$ cat src/rtl/oam_dma_ctrl_if.sv
// Bus bundle between the CPU core / system bus mux and the sprite DMA controller.
// The CPU side drives cycle info and read data; the controller drives stall and DMA bus.
interface oam_dma_ctrl_if;
  logic [15:0] cpu_addr;
  logic [7:0]  cpu_wdata;
  logic        cpu_mem_rw;
  logic [7:0]  mem_rdata;
  logic        cpu_rdy;
  logic        bus_owner;
  logic [15:0] dma_addr;
  logic [7:0]  dma_wdata;
  logic        dma_rw;
  logic        busy;

  // master: CPU core plus system bus mux
  modport master (
    output cpu_addr, cpu_wdata, cpu_mem_rw, mem_rdata,
    input  cpu_rdy, bus_owner, dma_addr, dma_wdata, dma_rw, busy
  );

  // slave: the DMA controller
  modport slave (
    input  cpu_addr, cpu_wdata, cpu_mem_rw, mem_rdata,
    output cpu_rdy, bus_owner, dma_addr, dma_wdata, dma_rw, busy
  );
endinterface

$ cat src/rtl/oam_dma_ctrl.sv
// Sprite DMA: a CPU write to DMA_REG_ADDR stalls the CPU, copies page {page,00..FF}
// to the OAM data port as 256 read/write pairs, then hands the bus back.
module oam_dma_ctrl #(
  parameter logic [15:0] DMA_REG_ADDR  = 16'h4014,
  parameter logic [15:0] OAM_DATA_ADDR = 16'h2004
) (
  input logic         clk,
  input logic         rst,
  oam_dma_ctrl_if.slave bus
);

  localparam logic [2:0] S_IDLE  = 3'd0;
  localparam logic [2:0] S_HALT  = 3'd1;
  localparam logic [2:0] S_ALIGN = 3'd2;
  localparam logic [2:0] S_READ  = 3'd3;
  localparam logic [2:0] S_WRITE = 3'd4;

  logic [2:0] state_q, state_d;
  logic       cyc_odd_q;
  logic [7:0] page_q, page_d;
  logic [7:0] cnt_q, cnt_d;
  logic [7:0] data_lat_q, data_lat_d;

  logic trig_wr;
  logic xfer_rd, xfer_wr;

  assign trig_wr = !bus.cpu_mem_rw && (bus.cpu_addr == DMA_REG_ADDR);

  always_comb begin
    state_d    = state_q;
    page_d     = page_q;
    cnt_d      = cnt_q;
    data_lat_d = data_lat_q;
    case (state_q)
      S_IDLE: begin
        if (trig_wr) begin
          page_d  = bus.cpu_wdata;
          cnt_d   = 8'h00;
          state_d = S_HALT;
        end
      end
      S_HALT: begin
        // A read cycle means the CPU is now parked; pick READ only if the
        // next cycle lands on the even (read) phase.
        if (bus.cpu_mem_rw) begin
          state_d = cyc_odd_q ? S_READ : S_ALIGN;
        end else if (trig_wr) begin
          page_d = bus.cpu_wdata;
        end
      end
      S_ALIGN: state_d = S_READ;
      S_READ: begin
        data_lat_d = bus.mem_rdata;
        state_d    = S_WRITE;
      end
      S_WRITE: begin
        if (cnt_q == 8'hFF) begin
          state_d = S_IDLE;
        end else begin
          cnt_d   = cnt_q + 8'd1;
          state_d = S_READ;
        end
      end
      default: state_d = S_IDLE;
    endcase
  end

  always_ff @(posedge clk or posedge rst) begin
    if (rst) begin
      state_q    <= S_IDLE;
      cyc_odd_q  <= 1'b0;
      page_q     <= 8'h00;
      cnt_q      <= 8'h00;
      data_lat_q <= 8'h00;
    end else begin
      state_q    <= state_d;
      cyc_odd_q  <= ~cyc_odd_q;
      page_q     <= page_d;
      cnt_q      <= cnt_d;
      data_lat_q <= data_lat_d;
    end
  end

  assign xfer_rd = (state_q == S_READ);
  assign xfer_wr = (state_q == S_WRITE);

  assign bus.cpu_rdy   = (state_q == S_IDLE);
  assign bus.busy      = (state_q != S_IDLE);
  assign bus.bus_owner = xfer_rd | xfer_wr;
  assign bus.dma_rw    = ~xfer_wr;
  assign bus.dma_addr  = xfer_rd ? {page_q, cnt_q} :
                         xfer_wr ? OAM_DATA_ADDR   : 16'h0000;
  assign bus.dma_wdata = xfer_wr ? data_lat_q : 8'h00;

  // Source address is {page,cnt}: the low byte wraps without touching the page.
  a_rd_even: assert property (@(posedge clk) disable iff (rst) xfer_rd |-> !cyc_odd_q);
  a_wr_odd:  assert property (@(posedge clk) disable iff (rst) xfer_wr |-> cyc_odd_q);

endmodule

$ cat src/flat_wrapper.sv
// flat-port wrapper written by rule: the top's interface ports become plain ports
module oam_dma_ctrl_flat 
#(
  parameter logic [15:0] DMA_REG_ADDR  = 16'h4014,
  parameter logic [15:0] OAM_DATA_ADDR = 16'h2004
)
  (clk, rst, bus_cpu_addr, bus_cpu_wdata, bus_cpu_mem_rw, bus_mem_rdata, bus_cpu_rdy, bus_bus_owner, bus_dma_addr, bus_dma_wdata, bus_dma_rw, bus_busy);
  oam_dma_ctrl_if bus_i ();
  input logic clk;
  input logic rst;
  input wire logic [$bits(bus_i.cpu_addr)-1:0] bus_cpu_addr;
  input wire logic [$bits(bus_i.cpu_wdata)-1:0] bus_cpu_wdata;
  input wire logic [$bits(bus_i.cpu_mem_rw)-1:0] bus_cpu_mem_rw;
  input wire logic [$bits(bus_i.mem_rdata)-1:0] bus_mem_rdata;
  output wire logic [$bits(bus_i.cpu_rdy)-1:0] bus_cpu_rdy;
  output wire logic [$bits(bus_i.bus_owner)-1:0] bus_bus_owner;
  output wire logic [$bits(bus_i.dma_addr)-1:0] bus_dma_addr;
  output wire logic [$bits(bus_i.dma_wdata)-1:0] bus_dma_wdata;
  output wire logic [$bits(bus_i.dma_rw)-1:0] bus_dma_rw;
  output wire logic [$bits(bus_i.busy)-1:0] bus_busy;
  assign bus_i.cpu_addr = bus_cpu_addr;
  assign bus_i.cpu_wdata = bus_cpu_wdata;
  assign bus_i.cpu_mem_rw = bus_cpu_mem_rw;
  assign bus_i.mem_rdata = bus_mem_rdata;
  assign bus_cpu_rdy = bus_i.cpu_rdy;
  assign bus_bus_owner = bus_i.bus_owner;
  assign bus_dma_addr = bus_i.dma_addr;
  assign bus_dma_wdata = bus_i.dma_wdata;
  assign bus_dma_rw = bus_i.dma_rw;
  assign bus_busy = bus_i.busy;
  oam_dma_ctrl #(.DMA_REG_ADDR(DMA_REG_ADDR), .OAM_DATA_ADDR(OAM_DATA_ADDR)) u_core (.clk(clk), .rst(rst), .bus(bus_i));
endmodule
$ cat config.mk
export PLATFORM = sky130hd
export DESIGN_NAME = oam_dma_ctrl_flat
export DESIGN_NICKNAME = d
export VERILOG_FILES = /design/src/rtl/oam_dma_ctrl_if.sv /design/src/rtl/oam_dma_ctrl.sv /design/src/flat_wrapper.sv
export SDC_FILE = /design/constraint.sdc
export NUM_CORES = 1
export LEC_CHECK = 0
export ABC_CLOCK_PERIOD_IN_PS = 1700
export CAP_MARGIN = 15
export CELL_PAD_IN_SITES_DETAIL_PLACEMENT = 0
export CELL_PAD_IN_SITES_GLOBAL_PLACEMENT = 1
export CORE_MARGIN = 2
export CORE_UTILIZATION = 41
export CTS_CLUSTER_DIAMETER = 50
export DETAILED_ROUTE_END_ITERATION = 6
export DONT_BUFFER_PORTS = 1
export PLACE_DENSITY = 0.77
export SLEW_MARGIN = 20
export SYNTH_ARGS = -nofsm -noshare
export SYNTH_HDL_FRONTEND = slang
export SYNTH_SLANG_ARGS = --single-unit
export TNS_END_PERCENT = 10
$ cat constraint.sdc
create_clock -name clk -period 1.7 [get_ports clk]
set_clock_uncertainty 0.1 [all_clocks]
set_input_delay 0.51 -clock clk [delete_from_list [all_inputs] [get_ports clk]]
set_output_delay 0.51 -clock clk [all_outputs]
set_load 0.02 [all_outputs]
---- After elaboration in Yosys (flattened, before gate mapping) ----
Cells that the tools add are included.
word-level totals
  flip-flop bits (word level) ............. 28
  bits of input ports ..................... 35
  output and inout port bits .............. 28
  word-level logic and storage cells ...... 42
operators by class
  add/sub/neg operators ................... 1
  equality and inequality tests ........... 10
  mux-type cells .......................... 14
  bitwise gates (word level) .............. 3
  reduce and logical (&&, ||, !) cells .... 9
operator list
  cell                  count
  $mux 8                5
  $pmux 8 s2            2
  $eq 16x15->1 const B  1
  $mux 16               1
  $pmux 3 s5            1
  $mux 14               1
  $add 8x1->8 const B   1
  $eq 8x8->1 const B    1
  $eq 3x2->1 const B    2
  $mux 3                2
  $ne 2x2->1 const B    3
  $reduce_and 2->1      2
  $reduce_bool 2->1     2
  $eq 3x1->1 const B    1
  $eq 3x3->1 const B    1
  $logic_not 3->1       1
  $reduce_and 3->1      1
  $reduce_bool 3->1     1
  $mux 2                1
  $ne 2x1->1 const B    1
  $not 1->1             2
  $logic_and 1x1->1     1
  $logic_not 1->1       1
  $mux 1                1
  $or 1x1->1            1

---- Logic depth before layout (Yosys ltp) ----
  depth after elaboration ................. 5
  depth in mapped cells ................... 9

---- Worst setup path before layout ----
OpenSTA, ideal clock, no wires.
  path type ............................... register to output
  from .................................... register u_core.state_q[1]
  to ...................................... output bus_busy
  arrival ................................. 1449 ps
  required time ........................... 1090 ps
  slack ................................... -359 ps
  stages on the path, launching flop included .. 4
  path buffers ............................ 1
  cell sequence ........................... dfrtp_1 buf_6 nor3_1 inv_1
between the ends
  word-level cells in the longest chain between the ends .. 1
RTL lines
  item                    line                RTL
  start, declared         oam_dma_ctrl.sv:18  logic [2:0] state_q, state_d;
  start signal, assigned  oam_dma_ctrl.sv:76  state_q <= state_d;
  $reduce_bool 3->1       oam_dma_ctrl.sv:88  assign bus.busy = (state_q != S_IDLE);
  end, declared           flat_wrapper.sv:20  output wire logic [$bits(bus_i.busy)-1:0] bus_busy;
No other way between the ends.

---- Worst setup path in the final report ----
  from .................................... register u_core.state_q[0]
  to ...................................... output bus_dma_addr[10]
between the ends
  word-level cells in the longest chain between the ends .. 2
RTL lines
  item           line                RTL
  $eq 3x2->1     oam_dma_ctrl.sv:84  assign xfer_rd = (state_q == S_READ);
  $mux 16        oam_dma_ctrl.sv:91  assign bus.dma_addr = xfer_rd ? {page_q, cnt_q} :
  end, declared  flat_wrapper.sv:17  output wire logic [$bits(bus_i.dma_addr)-1:0] bus_dma_addr;
No other way between the ends.

==> impl_metrics.env <==
export IMPL_hold_viol=0
export IMPL_portBuffers=0
export IMPL_grt_max_degree=29
export IMPL_cp_arrival_ns=1.39
export IMPL_tritoncts="built"
export IMPL_area_growth_pct=28.16
export IMPL_drv_cap=0
export IMPL_r2r_slack_ns=0.07
export IMPL_wl_um=3546
export IMPL_synth_cells=144
export IMPL_clk_pin_slew_worst_paths_ns=0.15
export IMPL_cts_sinks=28
export IMPL_root_buffer="clkbuf_4"
export IMPL_ioPinCount=63
export IMPL_end_kind="output port"
export IMPL_hold_buffers=0
export IMPL_routed_via_density=5.633
export IMPL_first_pass_iters=5
export IMPL_yosysTopAreaCellShare_pct=47.22
export IMPL_critPathRequiredTime_ns=1.09
export IMPL_rows=21
export IMPL_yosysUniqueCellTypes=35
export IMPL_finalCoreUtilization_pct=55.68
export IMPL_critPathMaxStageDelay_ns=0.47
export IMPL_ys_async_sr_fraction_pct=100.0
export IMPL_yosysMostFrequentCell="dfrtp_1"
export IMPL_grt_usage_pct=16.64
export IMPL_synth_area_um2=1484
export IMPL_fin_hold_ws_ns=0.001243
export IMPL_placed_area_um2=1702
export IMPL_core_area_um2=3416
export IMPL_ctsHtreeMaxLevel=1
export IMPL_synthesis_nets=180
export IMPL_slew_violations=0
export IMPL_start_kind="flop"
export IMPL_grt_pass1_wl_um=5354
export IMPL_synth_area_leaders="dfrtp_1 (47%), mux2_2 (12%), and2_1 (5.9%)"
export IMPL_overflow=0
export IMPL_violations="negative setup slack"
export IMPL_instances_no_fill=210
export IMPL_dieArea_um2=4117
export IMPL_timing_rr_start="u_core.state_q[2]"
export IMPL_fin_crit_sh_pct=117.6
export IMPL_layout_drive_gt1_share_pct=50.61
export IMPL_cts_buffers=3
export IMPL_synth_edf_count=0
export IMPL_cts_buffer_depth=2
export IMPL_setup_tns_final_ns=-7.242
export IMPL_wire_per_inst_um=16.89
export IMPL_path_class="flop to output port"
export IMPL_r2r_end="u_core.cnt_q[4]"
export IMPL_crit_chain="nand2_2 -> nor2_4 -> buf_4 -> and2_4"
export IMPL_dr_total_vias=1183
export IMPL_drt_iter0_markers=41
export IMPL_finish_instance_area_um2=1902
export IMPL_synth_warnings=0
export IMPL_powerDensity_nw_per_um2=1490
export IMPL_grt_pass1_vias=1186
export IMPL_worstPathMaxFanout=5
export IMPL_synth_yosys_seq_area_share_pct=47.22
export IMPL_netlist_top_cells_count="dfrtp_1 (28), mux2_2 (16), and2_1 (14)"
export IMPL_final_setup_viol_count=28
export IMPL_ant_nets=0
export IMPL_synthFlopType="dfrtp_1"
export IMPL_hold_class="input port to async pin"
export IMPL_p_leak_uw=0.0008312
export IMPL_slowest_stage="dfrtp_2"
export IMPL_fin_ws_ns=-0.2990
export IMPL_status="finished, violations left"
export IMPL_synth_largest_area_cell="dfrtp_1"
export IMPL_irDropWorstVdd_v=0.0005968
export IMPL_hpwl_um=2571
export IMPL_synth_seq_cells=28
export IMPL_n_antenna_cell=0
export IMPL_insertion_delay_ns=0.34
export IMPL_gp_congestion=0.8367
export IMPL_fmax_mhz=500.2
export IMPL_period_minus_slack_ns=1.999
export IMPL_syn_area_per_cell_um2=10.31
export IMPL_slew_limit_headroom_pct=75.73
export IMPL_rsz0062_at_grt="yes"
export IMPL_antenna_found_initial=0
export IMPL_worst_pin_slew_ns=0.3641
export IMPL_route_detailed_drc=0
export IMPL_fp_dieW_um=64.16
export IMPL_reg2regPathDepth=5
export IMPL_start_util_pct=43.44
export IMPL_fin_nets=201
export IMPL_post_place_cells=200
export IMPL_die_y_um=64.16
==> stage by stage <==
step	setup slack (ns)	power, uW
final	-0.2990	2834
after global routing	-0.3514	3008
after CTS	-0.2987	2621
after detailed placement	-0.2694	2196
after global placement	-0.2165	2163
after floorplan	-0.1506	1906
==> area by class of cell <==
class | instances | area (um^2)
Fill cell | 316 | 1514
Multi-Input combinational cell | 102 | 857.1
Timing Repair Buffer | 23 | 212.7
Inverter | 7 | 33.78
Clock buffer | 4 | 36.28
Sequential cell | 28 | 704.4
Tap cell | 46 | 57.56
==> worst max-delay path: cells and delay by family (launching register included) <==
kind,cells,cell delay (ns)
and+or+nand+nor,3,0.41
DFF,1,0.47
buffers and inverters,1,0.17
==> metal layers <==
metal	vias up	wire (um)	global-route usage (%)
li1	545	-	-
met1	593	1394	17.29
met2	37	1861	30.86
met3	8	243	5.106
met4	0	47	6.649
met5	-	0	0
==> flip-flops by register name, summed over array words and instances (netlist names) <==
signal             count
u_core.cnt_q           8
u_core.data_lat_q      8
u_core.cyc_odd_q       1
u_core.state_q         3
u_core.page_q          8
==> worst max path at each step <==
stage / to / start / cells after the start / slack (ns)
floorplan: u_core.page_q[0] / bus_cpu_addr[8] / 5 / -0.15
global placement: u_core.page_q[5] / bus_cpu_addr[5] / 5 / -0.22
detailed placement: u_core.page_q[2] / bus_cpu_mem_rw / 5 / -0.27
CTS: bus_cpu_rdy / u_core.state_q[1] / 2 / -0.30
global route: bus_dma_addr[2] / u_core.state_q[0] / 5 / -0.35
finish: bus_dma_addr[10] / u_core.state_q[0] / 4 / -0.30
==> logic make-up (layout without fill, tap and decap cells) <==
logic type | count (synthesis) | after routing | share of synthesized area, %
xor+xnor | 1 | 1 | 0.5903
compound gates | 18 | 18 | 7.674
mux | 17 | 17 | 12.82
simple gates | 65 | 65 | 26.56
fa+ha+maj | 1 | 1 | 0.8430
flops | 28 | 28 | 47.22
buf+inv | 14 | 34 | 4.300
==> timing repair <==
action	4_1_cts	5_1_grt
buffers inserted	2	3
resized for setup	35	17
endpoints found under the setup margin	33	34
pin swaps	10	10
gates cloned	0	1
==> placed cells by master, fill, tap and decap left out, types with 2 or more instances in the layout <==
master and count:
dfrtp_1 25, buf_4 17, mux2_2 16, and2_4 14
nor2_1 8, and3_4 7, nand2_1 6, inv_1 6
nand3b_1 5, o21ai_0 4, buf_6 4, nor3_4 3
clkbuf_4 3, dfrtp_2 3, nor3_1 2, nand2_2 2
nor2_4 2, nand3_1 2, o22ai_1 2, a41oi_1 2
and3_1 2, a31oi_1 2, nand2_4 2, a21oi_1 2
buf_12 2
==> where the power goes <==
part           leakage (uW)  switching [uW]  internal [uW]
clock network     0.0000210             201            132
logic              0.000491             785            728
registers          0.000319             155            833
total              0.000831            1140           1690
No activity file was read; power rests on OpenSTA's default activity.
